==> config.mk <==
export PLATFORM = sky130hd
export DESIGN_NAME = interrupt_controller
export DESIGN_NICKNAME = d
export VERILOG_FILES = /design/src/rtl/interrupt_controller_pkg.sv /design/src/rtl/interrupt_controller_rr_arbiter.sv /design/src/rtl/interrupt_controller.sv
export SDC_FILE = /design/constraint.sdc
export NUM_CORES = 1
export LEC_CHECK = 0
export CORE_MARGIN = 4
export CORE_UTILIZATION = 51
export CTS_BUF_LIST = sky130_fd_sc_hd__clkbuf_8
export DETAILED_ROUTE_END_ITERATION = 12
export MAX_ROUTING_LAYER = met4
export PLACE_DENSITY = 0.81
export RECOVER_POWER = 25
export SLEW_MARGIN = 5
export SYNTH_ARGS = -nofsm -noshare
export SYNTH_HDL_FRONTEND = slang
export SYNTH_SLANG_ARGS = --single-unit
==> constraint.sdc <==
create_clock -name i_clk -period 5.14 [get_ports i_clk]
set_input_delay 1.028 -clock i_clk [delete_from_list [all_inputs] [get_ports i_clk]]
set_output_delay 1.028 -clock i_clk [all_outputs]
set_load 0.03 [all_outputs]
==> src/rtl/interrupt_controller_pkg.sv <==
// Types and constants shared between the interrupt controller and the CSR block.
package ic_pkg;

    typedef enum logic [1:0] {
        ST_IDLE    = 2'd0,
        ST_TAKE    = 2'd1,
        ST_SERVICE = 2'd2
    } ic_state_e;

    localparam logic [31:0] CAUSE_BASE_DEF = 32'h8000_0010;

    // CSR addresses used on the CSR<->IC interface
    localparam logic [11:0] CSR_MIE    = 12'h304;
    localparam logic [11:0] CSR_MTVEC  = 12'h305;
    localparam logic [11:0] CSR_MEPC   = 12'h341;
    localparam logic [11:0] CSR_MCAUSE = 12'h342;

endpackage

==> src/rtl/interrupt_controller_rr_arbiter.sv <==
// Combinational round-robin arbiter: search starts at last+1 and wraps modulo N.
module rr_arbiter
    import ic_pkg::*;
#(
    parameter int N  = 6,
    parameter int IW = (N > 1) ? $clog2(N) : 1
) (
    input  logic [N-1:0]  i_req,
    input  logic [IW-1:0] i_last,
    output logic [IW-1:0] o_gnt_idx,
    output logic          o_gnt_valid
);

    // Walk from the farthest slot toward the nearest so the nearest requester wins.
    always_comb begin
        o_gnt_idx   = '0;
        o_gnt_valid = 1'b0;
        for (int k = N; k >= 1; k--) begin
            automatic int idx = (int'(i_last) + k) % N;
            if (i_req[idx]) begin
                o_gnt_idx   = IW'(idx);
                o_gnt_valid = 1'b1;
            end
        end
    end

endmodule

==> src/rtl/interrupt_controller.sv <==
// Interrupt controller: synchronises irq lines, latches rising edges as pending,
// arbitrates enabled sources round-robin and issues one trap at a time.
module interrupt_controller
    import ic_pkg::*;
#(
    parameter int          N_IRQ       = 6,
    parameter int          SYNC_STAGES = 2,
    parameter logic [31:0] CAUSE_BASE  = CAUSE_BASE_DEF
) (
    input  logic             i_clk,
    input  logic             i_rst_n,
    input  logic [N_IRQ-1:0] i_irq,
    input  logic [N_IRQ-1:0] i_mie,
    input  logic             i_irq_en,
    input  logic             i_mret,
    output logic             o_int,
    output logic [31:0]      o_mcause,
    output logic             o_int_active,
    output logic [N_IRQ-1:0] o_pending
);

    localparam int IW = (N_IRQ > 1) ? $clog2(N_IRQ) : 1;

    logic [N_IRQ-1:0] w_edge;
    logic [N_IRQ-1:0] w_cand;
    logic [N_IRQ-1:0] w_clr;
    logic [IW-1:0]    w_gnt_idx;
    logic             w_gnt_valid;
    logic             w_claim;

    ic_state_e        r_state;
    logic [IW-1:0]    r_last;
    logic [31:0]      r_mcause;
    logic [N_IRQ-1:0] r_pending;

    for (genvar g = 0; g < N_IRQ; g++) begin : g_sync
        logic [SYNC_STAGES-1:0] r_sync;
        logic                   r_hist;

        always_ff @(posedge i_clk or negedge i_rst_n) begin
            if (!i_rst_n) begin
                r_sync <= '0;
                r_hist <= 1'b0;
            end else begin
                r_sync <= {r_sync[SYNC_STAGES-2:0], i_irq[g]};
                r_hist <= r_sync[SYNC_STAGES-1];
            end
        end

        assign w_edge[g] = r_sync[SYNC_STAGES-1] & ~r_hist;
    end

    assign w_cand = r_pending & i_mie & {N_IRQ{i_irq_en}};

    rr_arbiter #(
        .N  (N_IRQ),
        .IW (IW)
    ) u_arb (
        .i_req       (w_cand),
        .i_last      (r_last),
        .o_gnt_idx   (w_gnt_idx),
        .o_gnt_valid (w_gnt_valid)
    );

    assign w_claim = (r_state == ST_IDLE) && w_gnt_valid;
    assign w_clr   = w_claim ? (N_IRQ'(1) << w_gnt_idx) : '0;

    // A new edge on the source being claimed is a fresh event, so set beats clear.
    always_ff @(posedge i_clk or negedge i_rst_n) begin
        if (!i_rst_n) begin
            r_state   <= ST_IDLE;
            r_last    <= IW'(N_IRQ - 1);
            r_mcause  <= '0;
            r_pending <= '0;
        end else begin
            r_pending <= (r_pending & ~w_clr) | w_edge;
            case (r_state)
                ST_IDLE: begin
                    if (w_claim) begin
                        r_state  <= ST_TAKE;
                        r_last   <= w_gnt_idx;
                        r_mcause <= CAUSE_BASE + 32'(w_gnt_idx);
                    end
                end
                ST_TAKE:    r_state <= ST_SERVICE;
                ST_SERVICE: if (i_mret) r_state <= ST_IDLE;
                default:    r_state <= ST_IDLE;
            endcase
        end
    end

    assign o_int        = (r_state == ST_TAKE);
    assign o_int_active = (r_state == ST_SERVICE);
    assign o_mcause     = r_mcause;
    assign o_pending    = r_pending;

endmodule

---- After elaboration in Yosys (flattened, before gate mapping) ----
Index checks and enable logic that the tools add are counted.
word-level totals
  output and inout port bits .............. 40
  input port bits ......................... 16
  register bits ........................... 61
  logic and storage cells ................. 95
cells by class
  muxes and demuxes ....................... 34
  add/sub/neg operators ................... 7
  reduce and logical (&&, ||, !) cells .... 4
  shift operators ......................... 1
  $lt $le $gt $ge ......................... 6
  bitwise logic cells ..................... 17
  div/mod/pow operators ................... 6
  eq/ne operators ......................... 4
operators by type and width
  kind                                                          count
  less-than comparator 32 x 5 -> 1 bit (second input constant)  6
  modulo 32 x 4 -> 32 bit (second input constant)               6
  adder 32 x 3 -> 32 bit (first input constant)                 1
  AND 6 bit                                                     3
  binary-select mux 1 bit (select 3 bit)                        6
  2-to-1 mux 1 bit                                              18
  2-to-1 mux 3 bit                                              6
  adder 3 x 3 -> 4 bit (second input constant)                  3
  adder 3 x 2 -> 4 bit (second input constant)                  2
  AND 1 bit                                                     6
  2-to-1 mux 6 bit                                              1
  NOT 1 bit                                                     6
  NOT 6 bit                                                     1
  OR 6 bit                                                      1
  one-hot mux 2 bit (3 select lines)                            1
  << shifter 1 x 3 -> 6 bit (first input constant)              1
  adder 3 x 1 -> 4 bit (second input constant)                  1
  2-to-1 mux 2 bit                                              2
  inequality test 2 bit (second input constant)                 2
  AND reduction 2 bit                                           2
  == test 2 x 1 -> 1 bit (second input constant)                1
  == test 2 bit (second input constant)                         1
  logical NOT 2 bit                                             1
  logical AND 1 bit                                             1

---- Depth between registers and ports, before layout ----
Gate-level depths: netlist of run 1.
  depth after elaboration ................. 16
  depth in mapped cells ................... 16
  depth with buffers taken out ............ 14

---- Cells and area by module ----
From an unflattened synthesis of run 1, not the netlist that was laid out.
unflattened totals
  cells, all modules ...................... 228
  area, all modules ....................... 2119.5 µm²
by module, submodules not included
  module                times used  cells an instance  area each (µm²)  seq. area each (µm²)
  interrupt_controller  1           108                1300.0           803.3
  rr_arbiter            1           120                819.5            0.0

---- Least setup slack after synthesis of run 1 ----
No wires, ideal clock.
  kind .................................... reg2reg
  start ................................... register r_last[0]
  end ..................................... register r_pending[5] (netlist: o_pending[5])
  path buffers ............................ 2
  setup slack ............................. 1705 ps
  cell stages (with the launch flop) ...... 16
  required time ........................... 5017 ps
  library setup time ...................... 123 ps
  arrival ................................. 3312 ps
  period minus slack after synthesis ...... 3435 ps
  cells stage by stage .................... dfstp_2 > buf_6 > buf_4 > inv_1 > ha_1 > xor2_2 > inv_2 > ha_1 > nor2b_1 > a21oi_1 > a221oi_1 > o31ai_1 > or3_1 > o21a_1 > nor3_2 > a21oi_1
on the way
  longest elaborated chain between the ends .. 16
  elaborated cells on any way between the ends .. 48
  those cells by class .................... add/sub (6); div (6); shift (1); mux (31); bitwise (3); reduce/logical (1)
ends and longest elaborated chain
  item                                                               RTL line                                                RTL
  start: declaration                                                 interrupt_controller.sv:32                              logic [IW-1:0] r_last;
  start signal: assignment                                           interrupt_controller.sv:72                              r_last <= IW'(N_IRQ - 1);
  start signal: assignment                                           interrupt_controller.sv:81                              r_last <= w_gnt_idx;
  adder 3 x 3 -> 4 bit                                               interrupt_controller_rr_arbiter.sv:19                   automatic int idx = (int'(i_last) + k) % N;
  modulo 32 x 4 -> 32 bit                                            interrupt_controller_rr_arbiter.sv:19
  binary-select mux 1 bit (select 3 bit)                             interrupt_controller_rr_arbiter.sv:20                   if (i_req[idx]) begin
  2-to-1 mux 1 bit (not written as such) (2 in a row)                interrupt_controller_rr_arbiter.sv:20
  2-to-1 mux 3 bit or 2-to-1 mux 1 bit (tied branches) (6 in a row)  interrupt_controller_rr_arbiter.sv:20
  << shifter 1 x 3 -> 6 bit or logical AND 1 bit (tied branches)     interrupt_controller.sv:66, interrupt_controller.sv:65
  2-to-1 mux 6 bit (*)                                               interrupt_controller.sv:66                              assign w_clr = w_claim ? (N_IRQ'(1) << w_gnt_idx) : '0;
  NOT 6 bit (*)                                                      interrupt_controller.sv:76                              r_pending <= (r_pending & ~w_clr) | w_edge;
  AND 6 bit (*)                                                      interrupt_controller.sv:76
  OR 6 bit (*)                                                       interrupt_controller.sv:76
  end signal: assignment                                             interrupt_controller.sv:76
  end: declaration                                                   interrupt_controller.sv:34                              logic [N_IRQ-1:0] r_pending;
Mark *: on every way between the ends. The rest lies on a longest branch, timed or not. The select of a mux whose other input is x is not followed.
A chain may end at the register's enable or synchronous reset.

---- Worst setup path in the final report of run 1 ----
  start ................................... register r_last[0]
  end ..................................... register r_pending[0] (netlist: o_pending[0])
Same word-level chain as after synthesis.

==> results.md, run 1 <==
- Syn Inst Count: 275
- Wirelength per Cell: about 16 um
- Status: finished, violations left
- Via-to-Cell Ratio: ~6
- DRT Pass-1 Iters: 4
- CTS Hold Bufs: 0
- Seq. cell area: approximately 800 um^2
- Syn avg cell area: approximately 9.0 um^2
- Cell with the most instances after synthesis: buf_4
- Die height: approximately 78 um
- Synth Area in Adders: under 10%
- Top FF cell, synth: dfrtp_1
- Gr ovfl total: 0
- Clk sink count: 32
- Slowest cell on the critical path: dfstp_2
- Slew Viols, Final: 33
- Largest family of logic cells by synthesized area: compound AO/OA/AOI/OAI gates
- Layout filler cell count: 418
- Main area contributors after synthesis: dfrtp_1 30%, buf_4 9.4%, ha_1 5.1%
- Ant. Diodes: 0
- Area Growth Syn to Fin: 11.1%
- Cts repair resizes: 0
- Layout cells sized above 1: roughly 8.3%
- Footprint of the multi-input gates: 0.00143 mm^2
- Final cycle utilization of the critical path: approximately 80%
- Clock transition at path regs: about 0.06 ns
- Hold Crit Depth: 0
- Post-CTS Repair Setup Buffers: 0
- Initial Util: a little over half
- Synth Cell Area: ~0.0025 mm^2
- Family with the most delay on the worst path: compound AO/OA/AOI/OAI gates
- Critical path capture point type: flop
- Pwr Total: roughly 1.8 mW
- Max incr delay on CP: 0.80 ns
- Lkg Pwr: ~1.2 nW
- Largest net degree at the start of global routing: 33
- Worst setup path startpoint: r_last[0]
- HP Start: g_sync[1].r_sync[0]
- Min Tclk post-route: roughly 4.2 ns
- Kind of critical path: flop to flop
- Maximum vdd drop: ~0.45 mV
- Vias in the first global route: 1937
- Hold WC Path Type: flop to flop
- Critical path cell sequence: ha_1, xor2_2, inv_2, ha_1, and4b_1, o21ai_0, or3b_2, a32oi_2, a31oi_1, a211o_1, nor3_1, o221ai_1
- Yosys cell types: 66
- Vias: between 2000 and 2500
- H-tree levels: 2
- Multiplexer share of the synthesized area: 0.912%
- I/O Buffers: 28
- Cts bufs inserted: 5
- Synth top cells by count: 31 x buf_4, 30 x dfrtp_1, 18 x nand2_1, 14 x o21ai_0
- First-pass GRT wire length: between 9000 and 10000 um
- Final hold slack: between 0.3 and 0.4 ns
- Tightest Pin Transition: 1.61 ns
- Buffer depth of the longest clock path: 2
- DP Wirelength: approximately 4200 um
- Drt total wl: around 5500 um
- Reg2reg start: r_last[0]
- Sequential share of the synthesized area: 32.5%
- Post-route clock skew: 0.00804 ns
- Setup TNS Final: 0 ns
- CTS tree: done
- # IOs: between 50 and 60
- Core Util, Final: between 50% and 60%
- Cell taking the most area after synthesis: dfrtp_1
- Worst path bufs/invs: 1
- DIE AREA: 0.00602 mm^2
- Post-Synth XOR/XNOR Area: approximately 1.7%
- CTS Root Cell: clkbuf_8
- RSZ-0062 raised after global routing: no
- Insertion delay to the later sink of the worst-skew pair: approximately 0.28 ns
- Critical Path RT: roughly 5.3 ns
- Die width: just under 80 um
- Finish-stage setup viols: 0
- Synth Warn #: 0
- Initial antenna violation count: 0
- Row count: 25
- Placer Congestion: approximately 1
- Post-synth top area share: a little over 30%
- FF+latch count, synth: 32
- Synth Area in Simple Gates: between 20% and 30%
- Fmax: ~240 MHz
- Total Routing Usage GR: 19.0%
- Crit path launch type: flop
- Complex-gate fraction of the synthesized area: between 20% and 30%
- Nets: between 300 and 400
- Worst path arrival time: 4.33 ns
- Levels on crit path: 12
- Maxcap violations: 1
- Starting DRT DRC Count: 156
- Number of nets with antenna violations after routing: 0
- Crit path max fanout: 27
- Worst slew margin: -7.63%
- Post-synth EDFFs: 0
- Failing checks: capacitance limit, slew limit
- Pwr Density: between 600 and 700 mW/mm^2
- Reg2Reg Depth: 12
- Crit-path most repeated cell: ha_1
- Core area: roughly 0.0047 mm^2
- Asr flop ratio synth: between 90% and 100%
- Final hold vios: 0
- # DRC: 0
## metrics by stage
stage	instance area [um^2]	cells	setup WS [ns]
final	2750	354	0.950
after global routing	2750	354	0.674
after CTS	2750	354	0.977
after detailed placement	2650	346	0.990
after global placement	2650	346	1.10
after floorplan	2570	301	1.70
## cell usage in the layout, fill, tap and decap left out, drive strengths merged, types with 3 or more instances in the layout
cell	synthesis	layout
o21ai	14	14
o211ai	7	7
nand4	6	6
o21a	3	3
inv	14	15
nor2b	8	8
a21o	7	7
clkbuf	3	8
nand2	18	18
nor2	14	14
a21oi	14	14
dlygate4sd3	0	6
and4b	3	3
a31oi	4	4
dfrtp	30	30
nor3	12	12
nand2b	5	5
nand3	5	5
ha	10	10
nand4b	5	5
clkdlybuf4s50	0	22
conb	1	27
a211oi	8	8
or3	3	3
## worst reg2reg max path, stage by stage, from the launching register on
cell and delay [ns]:
dfstp_2 0.80, ha_1 0.41, xor2_2 0.22, inv_2 0.09, ha_1 0.31, and4b_1 0.19, o21ai_0 0.21, or3b_2 0.48
a32oi_2 0.34, a31oi_1 0.08, a211o_1 0.47, nor3_1 0.30, o221ai_1 0.15
## layout make-up
cell class | count | area share [%]
tap | 54 | 2.46
clock buffer | 7 | 3.51
clock inverter | 1 | 0.137
multi-input combinational | 215 | 52.0
timing repair buffer | 30 | 10.6
inverter | 15 | 2.05
sequential | 32 | 29.3
## sequential cells by signal (all words and copies together) (netlist names)
| register | count |
|---|---|
| g_sync.r_hist | 6 |
| g_sync.r_sync | 12 |
| o_mcause | 3 |
| o_pending | 6 |
| r_last | 3 |
| r_state | 2 |
## final timing paths
path,slack (ns),end
setup / recovery,0.95,o_pending[0]
hold / removal,0.34,g_sync[1].r_sync[1]
setup reg to reg,0.95,o_pending[0]
hold reg to reg,0.34,g_sync[1].r_sync[1]
max in group asynchronous,2.58,g_sync[4].r_hist
min in group asynchronous,1.62,g_sync[1].r_sync[1]
## where the power goes
| part | leakage, nW | internal [mW] | total, mW | switching [mW] |
|---|---|---|---|---|
| clock | 0.0557 | 0.120 | 0.200 | 0.0805 |
| combinational | 0.773 | 0.480 | 1.24 | 0.760 |
| sequential | 0.360 | 0.307 | 0.381 | 0.0743 |
## metal layers
layer  share of wire, %  routed length, um  global-route usage [%]  up-vias
met3                7.0                384                    1.97       10
met5                  0                  0                       -        -
met1                 44               2410                    25.5      983
li1                   -                  -                       -     1010
met2                 47               2600                    29.8       89
met4                1.9                104                    7.30        0
## cells by family after synthesis
| family | Yosys count |
|---|---|
| and+or+nand+nor | 92 |
| AOI/OAI and AO/OA | 82 |
| buffers and inverters | 54 |
| DFF | 32 |
| adders and majority gates | 10 |
| xor gates and xnor gates | 3 |
| other | 1 |
| muxes | 1 |
Power figures use the tool's default switching activity.
==> run 2: changes to the inputs <==
- CORE_UTILIZATION: 51 -> 47
- PLACE_DENSITY: 0.81 -> 0.78
- clock period: 5.14 -> 3.4 ns (I/O delays scaled with it)
==> results.md, run 2 (synthesis gave the netlist of run 1 again) <==
- Vias in the first global route: 2231 (+15%)
- Maxcap violations: 0 (-1)
- Post-route clock skew: 0.00991 ns (+0.00188 ns)
- Row count: 26 (+4.0%)
- CTS tree: done
- Die width: 80.5 um (+3.7%)
- Min Tclk post-route: 3.32 ns (-0.869 ns)
- Wirelength per Cell: 16.6 um (+7.0%)
- Reg with most FFs: g_sync.r_sync
- CTS Hold Bufs: 0 (unchanged)
- Pwr Total: 3.49 mW (+92%)
- First-pass GRT wire length: 10900 um (+20%)
- Dpl ws: -0.150 ns (-1.14 ns)
- Layout cells sized above 1: 23.2% (+15 points)
- Reg2reg start: r_last[0]
- Total Routing Usage GR: 22.7% (+3.7 points)
- Final hold vios: 0 (unchanged)
- Hold WC Path Type: flop to flop
- Final cycle utilization of the critical path: 97.7% (+16 points)
- Buffer depth of the longest clock path: 2 (unchanged)
- R2r endpoint: o_pending[4]
- Max FFs per register: 12 (unchanged)
- Slew Viols, Final: 0 (-100%)
- Final hold slack: 0.342 ns (+0.000634 ns)
- Critical path capture point type: flop
- Die height: 80.5 um (+3.7%)
- Initial Util: 48.4% (-4.3 points)
- Reg2Reg Depth: 15 (+3)
- Core Util, Final: 62.2% (+3.7 points)
- Placer Congestion: 0.983 (-1.9%)
- Crit path launch type: flop
- Seq. cell area: 805 um^2 (+0.16%)
- HP Start: g_sync[1].r_sync[0]
- Number of nets with antenna violations after routing: 0 (unchanged)
- Maximum vdd drop: 0.698 mV (+56%)
- Worst setup margin: 0.0788 ns (-0.871 ns)
- Hold Path Sink: g_sync[1].r_sync[1]
- DRT Pass-1 Iters: 6 (+2)
- Starting DRT DRC Count: 167 (+7.1%)
- # DRC: 0 (unchanged)
- DP Wirelength: 5200 um (+22%)
- Setup TNS Final: 0 ns (unchanged)
- Most frequent cells in the layout: 40 x buf_4, 29 x dfrtp_1, 27 x conb_1
- DIE AREA: 0.00648 mm^2 (+7.6%)
- Core area: 0.00511 mm^2 (+8.9%)
- Initial antenna violation count: 0 (unchanged)
- Cts bufs inserted: 5 (unchanged)
- Status: complete, no violations
- RSZ-0062 raised after global routing: yes
- Cells after DPL: 399 (+15%)
- Pwr Density: 1100 mW/mm^2 (+65%)
- Nets: 365 (+12%)
- Insertion delay to the later sink of the worst-skew pair: 0.29 ns (about the same)
- # IOs: 56 (unchanged)
- Footprint of the multi-input gates: 0.00152 mm^2 (+6.6%)
- Layout filler cell count: 465 (+11%)
- Post-DP Area: 0.00295 mm^2 (+11%)
- Drt total wl: 6820 um (+24%)
- Post-Layout Cell Count: 410 (+16%)
- Via-to-Cell Ratio: 5.52 (-6.6%)
- Largest net degree at the start of global routing: 33 (unchanged)
- Finish-stage setup viols: 0 (unchanged)
- Crit path max fanout: 6 (-78%)
- Clk sink count: 32 (unchanged)
- Commonest non-fill, non-tap cell in the layout: buf_4
- Clock transition at path regs: 0.07 ns (about the same)
- Hold Crit Depth: 0 (unchanged)
- CTS Root Cell: clkbuf_8
- Fmax: 301 MHz (+26%)
- Worst path arrival time: 3.48 ns (-0.85 ns)
- H-tree levels: 2 (unchanged)
- Ant. Diodes: 0 (unchanged)
- Reg-to-reg setup timing slack: 0.08 ns (-0.87 ns)
- Final instance area: 0.00318 mm^2 (+16%)
- Critical Path RT: 3.56 ns (-1.72 ns)
- I/O Buffers: 28 (unchanged)
- Gr ovfl total: 0 (unchanged)
- Kind of critical path: flop to flop
- Area Growth Syn to Fin: 28.7%
- Lkg Pwr: 1.39 nW (+17%)
- Vias: 2264 (+8.2%)
==> run 2: power breakdown <==
part           total, mW  internal, mW  leakage, nW  switching (mW)
sequential         0.518         0.463        0.359          0.0555
combinational       2.62          1.17        0.977            1.45
clock              0.348         0.214       0.0593           0.133
==> run 2: repair_timing <==
action | CTS | global route
endpoints found under the setup margin | 7 | 10
buffers inserted | 1 | 2
gates resized for setup | 4 | 16
pin swaps | 5 | 12
==> run 2: layout make-up <==
| type | instances | share of cell area (%) |
|---|---|---|
| clock buffers | 5 | 2.16 |
| clock inverters | 3 | 1.22 |
| inverters | 15 | 1.77 |
| multi-input cells | 215 | 47.8 |
| flip-flops and latches | 32 | 25.3 |
| well taps | 70 | 2.75 |
| repair buffers | 70 | 19.0 |
==> run 2: worst max-delay path, stage by stage (launching register included) <==
cell     delay (ns)
dfstp_2        0.53
buf_4          0.13
inv_1          0.08
ha_2           0.19
xor2_2         0.20
inv_2          0.08
ha_4           0.29
nor2b_4        0.04
and3_4         0.19
nor3_1         0.28
o31ai_1        0.12
buf_4          0.16
or3_4          0.39
o21a_4         0.25
nor3_4         0.17
a21oi_1        0.09
==> run 2: how the worst max path moves through the flow <==
| stage | depth (start not counted) | slack (ns) | from | to |
|---|---|---|---|---|
| detailed placement | 10 | -0.15 | i_irq_en | o_pending[3] |
| floorplan | 15 | 0.005 | r_last[0] | o_pending[5] |
| global route | 15 | -0.05 | r_last[0] | o_pending[4] |
| finish | 15 | 0.08 | r_last[0] | o_pending[4] |
| global placement | 10 | -0.17 | i_irq_en | o_pending[3] |
| CTS | 15 | 0.01 | r_last[0] | o_pending[5] |
==> run 2: routing by layer <==
layer / wire length (um) / global-route usage (%) / share of wire (%)
met2: 3590 / 39.3 / 53
met3: 456 / 3.14 / 6.7
met1: 2670 / 26.7 / 39
met5: 0 / - / 0
met4: 102 / 8.61 / 1.5
